==> src/rtl/instruction_fetch.sv <==
// Instruction fetch front end: sequential PC generation, one outstanding memory read,
// and a 2-entry {pc, instr} buffer presented to the datapath with valid/ready.
module instruction_fetch #(
    parameter logic [31:0] RESET_PC = 32'h0000_0000,
    parameter int          DEPTH_W  = 8
) (
    input  logic               clk,
    input  logic               rst_n,
    input  logic               fetch_en,
    input  logic               redirect,
    input  logic [31:0]        redirect_pc,
    output logic               mem_rd,
    output logic [DEPTH_W-1:0] mem_addr,
    input  logic [31:0]        mem_data,
    output logic [31:0]        instr_out,
    output logic [31:0]        pc_out,
    output logic               instr_valid,
    input  logic               instr_ready
);

    // Handshake: the head entry transfers on any cycle where instr_valid and instr_ready
    // are both high; while instr_ready is low the presented pc/instr are held unchanged.

    logic [31:0] fetch_pc_q, fetch_pc_d;
    logic [31:0] pend_pc_q, pend_pc_d;
    logic        pending_q, pending_d;
    logic [1:0]  count_q, count_d;
    logic [31:0] pc0_q, pc0_d, pc1_q, pc1_d;
    logic [31:0] ins0_q, ins0_d, ins1_q, ins1_d;

    logic        pop;
    logic        push;
    logic [2:0]  occupancy;
    logic [1:0]  count_after_pop;

    always_comb begin
        instr_valid = rst_n && (count_q != 2'd0) && !redirect;
        pop         = instr_valid && instr_ready;
        // Entries held plus the read in flight, minus what leaves this cycle.
        occupancy   = {1'b0, count_q} + {2'b00, pending_q} - {2'b00, pop};
        mem_rd      = rst_n && fetch_en && !redirect && (occupancy < 3'd2);
        mem_addr    = fetch_pc_q[DEPTH_W+1:2];
        instr_out   = (rst_n && count_q != 2'd0) ? ins0_q : 32'h0;
        pc_out      = (rst_n && count_q != 2'd0) ? pc0_q  : 32'h0;
        push        = pending_q && !redirect;

        fetch_pc_d      = fetch_pc_q;
        pend_pc_d       = pend_pc_q;
        pending_d       = 1'b0;
        count_d         = count_q;
        pc0_d           = pc0_q;
        pc1_d           = pc1_q;
        ins0_d          = ins0_q;
        ins1_d          = ins1_q;
        count_after_pop = count_q - {1'b0, pop};

        if (redirect) begin
            count_d    = 2'd0;
            fetch_pc_d = {redirect_pc[31:2], 2'b00};
        end else begin
            if (pop) begin
                pc0_d  = pc1_q;
                ins0_d = ins1_q;
            end
            if (push) begin
                if (count_after_pop == 2'd0) begin
                    pc0_d  = pend_pc_q;
                    ins0_d = mem_data;
                end else begin
                    pc1_d  = pend_pc_q;
                    ins1_d = mem_data;
                end
            end
            count_d = count_after_pop + {1'b0, push};
            if (mem_rd) begin
                pend_pc_d  = fetch_pc_q;
                fetch_pc_d = fetch_pc_q + 32'd4;
                pending_d  = 1'b1;
            end
        end
    end

    always_ff @(posedge clk) begin
        if (!rst_n) begin
            fetch_pc_q <= RESET_PC;
            pend_pc_q  <= 32'h0;
            pending_q  <= 1'b0;
            count_q    <= 2'd0;
            pc0_q      <= 32'h0;
            pc1_q      <= 32'h0;
            ins0_q     <= 32'h0;
            ins1_q     <= 32'h0;
        end else begin
            fetch_pc_q <= fetch_pc_d;
            pend_pc_q  <= pend_pc_d;
            pending_q  <= pending_d;
            count_q    <= count_d;
            pc0_q      <= pc0_d;
            pc1_q      <= pc1_d;
            ins0_q     <= ins0_d;
            ins1_q     <= ins1_d;
        end
    end

endmodule

==> config.mk <==
export PLATFORM = sky130hd
export DESIGN_NAME = instruction_fetch
export DESIGN_NICKNAME = d
export VERILOG_FILES = /design/src/rtl/instruction_fetch.sv
export SDC_FILE = /design/constraint.sdc
export NUM_CORES = 1
export LEC_CHECK = 0
export ABC_AREA = 1
export CORE_ASPECT_RATIO = 1.5
export CORE_UTILIZATION = 54
export DETAILED_ROUTE_END_ITERATION = 12
export GPL_ROUTABILITY_DRIVEN = 0
export PLACE_DENSITY = 0.81
export SLEW_MARGIN = 20
export SYNTH_ARGS = -nofsm -noshare
export SYNTH_HDL_FRONTEND = slang
export SYNTH_SLANG_ARGS = --single-unit
==> constraint.sdc <==
create_clock -name clk -period 3.6 [get_ports clk]
set_input_delay 0.54 -clock clk [delete_from_list [all_inputs] [get_ports clk]]
set_output_delay 0.54 -clock clk [all_outputs]
set_load 0.01 [all_outputs]
==> results by group <==
Floorplan
  • Number of placement rows: 57
  • Io pins: about 140
  • Die X: 107 um
  • CORE AREA: 0.0161 mm^2
  • Die ar.: ~0.017 mm^2
  • Initial core utilization: 55.1%
  • Die height: 159 um

Final layout
  • Layout area overhead: 24.6%
  • Ant diodes: 0
  • Seq. cell area: around 0.0038 mm^2
  • Final net count: 1,543
  • # fillers: 1,423
  • Multi-input logic area: between 0.004 and 0.005 mm^2
  • Final Util: ~69%
  • Share of post-route cells with drive strength above 1: roughly 5.5%

CTS
  • Worst skew pair latency: 0.43 ns
  • Clock tree from TritonCTS: built
  • CTS root buf: clkbuf_16
  • Clk buf depth: 2
  • H-tree depth: 4
  • Cts bufs inserted: 17
  • Clk slew on worst S/H paths: 0.07 ns
  • # clock sinks: 189
  • Post-CTS Repair Setup Buffers: 0

Timing
  • Post-Route Setup TNS: 0 ns
  • Final Cycle Share: between 80 and 90%
  • Final hold slack: 0.455 ns
  • Fin worst setup slack: 0.480 ns
  • Final max-slew violation count: 0
  • Post-Route Skew: 0.0141 ns
  • Hold Violations, Final: 0
  • Final setup violation count: 0
  • RSZ-0062 raised after global routing: no
  • Maximum clock frequency: ~0.32 GHz
  • Slew headroom: 38.1%
  • Min Tclk post-route: 3.12 ns
  • Slew @ Worst Pin: 0.928 ns

Drt
  • DR iter-0 viols: 689
  • Via Count: 8,772
  • Final WL: 22,300 um
  • DRC: 0
  • Drt first pass iters: 6
  • DR WL/cell: ~13 um
  • Vias per inst: 5.19
  • Routed Antenna Nets: 0

Logic synthesis
  • Synth Instances: between 1,000 and 1,500
  • Mean Syn Cell Area: 6.50 um^2
  • EDFF count, synth: 0
  • Sequential-to-total area share from yosys stat: 42.6%
  • Syn_nets: 1,440
  • Post-Synthesis Cell Area: 0.00889 mm^2
  • Async S/R FF share, synth: 0%
  • Yosys cell types: 35
  • Synthesized flop and latch total: 189
  • Top_reg_cell synth: dfxtp_1
  • Yosys warns: 0

Power
  • Psw: between 1 and 1.5 mW
  • Clock power share: between 40% and 50%
  • Peak VDD IR: 239 uV
  • Share of total power in combinational logic: 8.8%
  • Cell Int Power: 3.31 mW
  • Sw Ratio: 25.5%
  • Sequential share of power: 49.5%
  • Leakage power: 4.86 nW
  • Cell area power density: 401 mW/mm^2

Placed design
  • Dpl ws: 0.162 ns
  • Dpl hpwl: 13,800 um
  • Buffers on Ports: 140

Critical path
  • Worst setup endpoint: mem_rd
  • Worst reg2reg endpoint: fetch_pc_q[14]
  • Worst Setup Start Kind: input pin
  • R2r setup slk: 0.78 ns
  • R2r startpoint: count_q[1]
  • Worst Setup SP: instr_ready
  • Critical path class: input pin to primary output
  • R2R cell count: 17
  • Crit-path max FO: 3
  • CP Data Required Time: 3.06 ns
  • Crit. End Element: primary output
  • Critical Path AT: 2.58 ns

Global routing
  • Tot GR Track Use: between 20% and 30%
  • Largest net degree at the start of global routing: 119
  • Initial antenna violation count: 0
  • Number of global-route vias before repair: 7,925
  • Total grt overflow: 0
  • Global-route wire length before repair: roughly 37,000 um

Run status
  • Outcome: completed

Hold path
  • Hold Path Class: register to register

Flow run
  • Max_cap viols: 0
## routing by layer
metal / vias to the layer above / routed length (um) / GRT usage [%]
li1: 4513 / - / -
met1: 3963 / 9500 / 33.0
met2: 264 / 11200 / 46.4
met3: 32 / 1060 / 4.01
met4: 0 / 477 / 9.71
met5: - / 0 / 0
## worst max-delay path: stages
cell and delay [ns]:
clkdlybuf4s50_1 0.53, inv_1 0.09, nor3_4 0.17, nand2_1 0.08, nand2_2 0.07, inv_1 0.05
nand2_1 0.07, fa_1 0.41, nand2_1 0.07, nor2_1 0.05, nand2_1 0.17, inv_1 0.09
dlymetal6s2s_1 0.18
## how the worst min path moves through the flow
stage / start / to / slack, ns / cells after the start
after floorplan: pc0_q[0] / pc0_q[0] / 0.42 / 2
after global placement: pc0_q[1] / pc0_q[1] / 0.44 / 2
after detailed placement: pc0_q[1] / pc0_q[1] / 0.44 / 2
after CTS: pc0_q[1] / pc0_q[1] / 0.45 / 2
after global routing: pc0_q[1] / pc0_q[1] / 0.49 / 2
final: pc0_q[1] / pc0_q[1] / 0.45 / 2
## placed cells by master, fill, tap and decap left out, types with 2 or more instances in the layout
cell type / netlist / layout
clkdlybuf4s50_1: 0 / 137
nand2_1: 278 / 277
dfxtp_1: 189 / 187
nor2_1: 330 / 329
inv_1: 132 / 131
o211ai_1: 11 / 11
nand3b_1: 5 / 5
a21oi_1: 24 / 24
a31oi_1: 7 / 7
inv_8: 0 / 2
nand3_1: 40 / 40
clkinv_4: 0 / 3
clkinv_2: 0 / 2
nand2_2: 2 / 2
buf_12: 0 / 4
inv_2: 3 / 4
buf_4: 9 / 30
nor3_1: 4 / 4
xnor2_1: 5 / 5
o21ai_0: 173 / 173
ha_1: 3 / 3
o21ai_1: 33 / 33
nand4_1: 17 / 17
dfxtp_2: 0 / 2
nor2_2: 1 / 2
inv_6: 0 / 7
clkbuf_16: 0 / 17
xor2_1: 2 / 2
nor4_1: 2 / 2
a211oi_1: 6 / 6
a32oi_1: 2 / 2
## through the flow
| step | area [um^2] | total power, mW | cells |
|---|---|---|---|
| 4_1_cts | 11000 | 4.46 | 1688 |
| 3_3_place_gp | 10500 | 2.62 | 1656 |
| 2_1_floorplan | 8890 | 2.46 | 1367 |
| 6_report | 11100 | 4.44 | 1689 |
| 3_5_place_dp | 10500 | 2.63 | 1656 |
| 5_1_grt | 11100 | 4.62 | 1689 |
## power by group through the flow
stage	clock [mW]	combinational [mW]	sequential, mW
2_1_floorplan	0	0.232	2.23
3_3_place_gp	0	0.377	2.24
3_5_place_dp	0	0.384	2.25
4_1_cts	1.88	0.389	2.20
5_1_grt	1.97	0.438	2.21
6_report	1.85	0.390	2.20
## logic make-up after synthesis
family | count (synthesis) | synth area share (%)
adders and majority gates | 4 | 0.648
DFF | 189 | 42.6
and+or+nand+nor | 682 | 30.5
buffers and inverters | 226 | 10.2
xor gates and xnor gates | 7 | 0.690
AOI/OAI and AO/OA | 259 | 15.3
## registers in the layout, summed over array words and instances (netlist names)
signal / flops
ins0_q: 32
pc1_q: 30
count_q: 2
fetch_pc_q: 30
pending_q: 1
pc0_q: 32
ins1_q: 32
pend_pc_q: 30
## area by class of cell
class,instances,area share (%)
Inverter,136,4.61
Tap cell,206,2.33
Clock inverter,15,1.36
Clock buffer,17,3.84
Timing Repair Buffer,174,15.6
Multi-Input combinational cell,952,38.1
Sequential cell,189,34.2
## cell usage after synthesis, types with 9 or more instances
library cell,instances,area share [%]
clkbuf_1,57,2.4
inv_1,132,5.6
nor2_1,330,14
nand2_1,278,12
o211ai_1,11,0.93
o21ai_1,33,1.9
buf_2,17,0.96
a21oi_1,24,1.4
dfxtp_1,189,43
buf_4,9,0.76
nand4_1,17,1.2
o21ai_0,173,9.7
nand3_1,40,2.3
## repair_timing
action,4_1_cts,5_1_grt
hold endpoints to repair,0,0
gates resized for setup,0,4
hold buffers,0,0
endpoints found under the setup margin,0,1
Power figures use the tool's default switching activity.
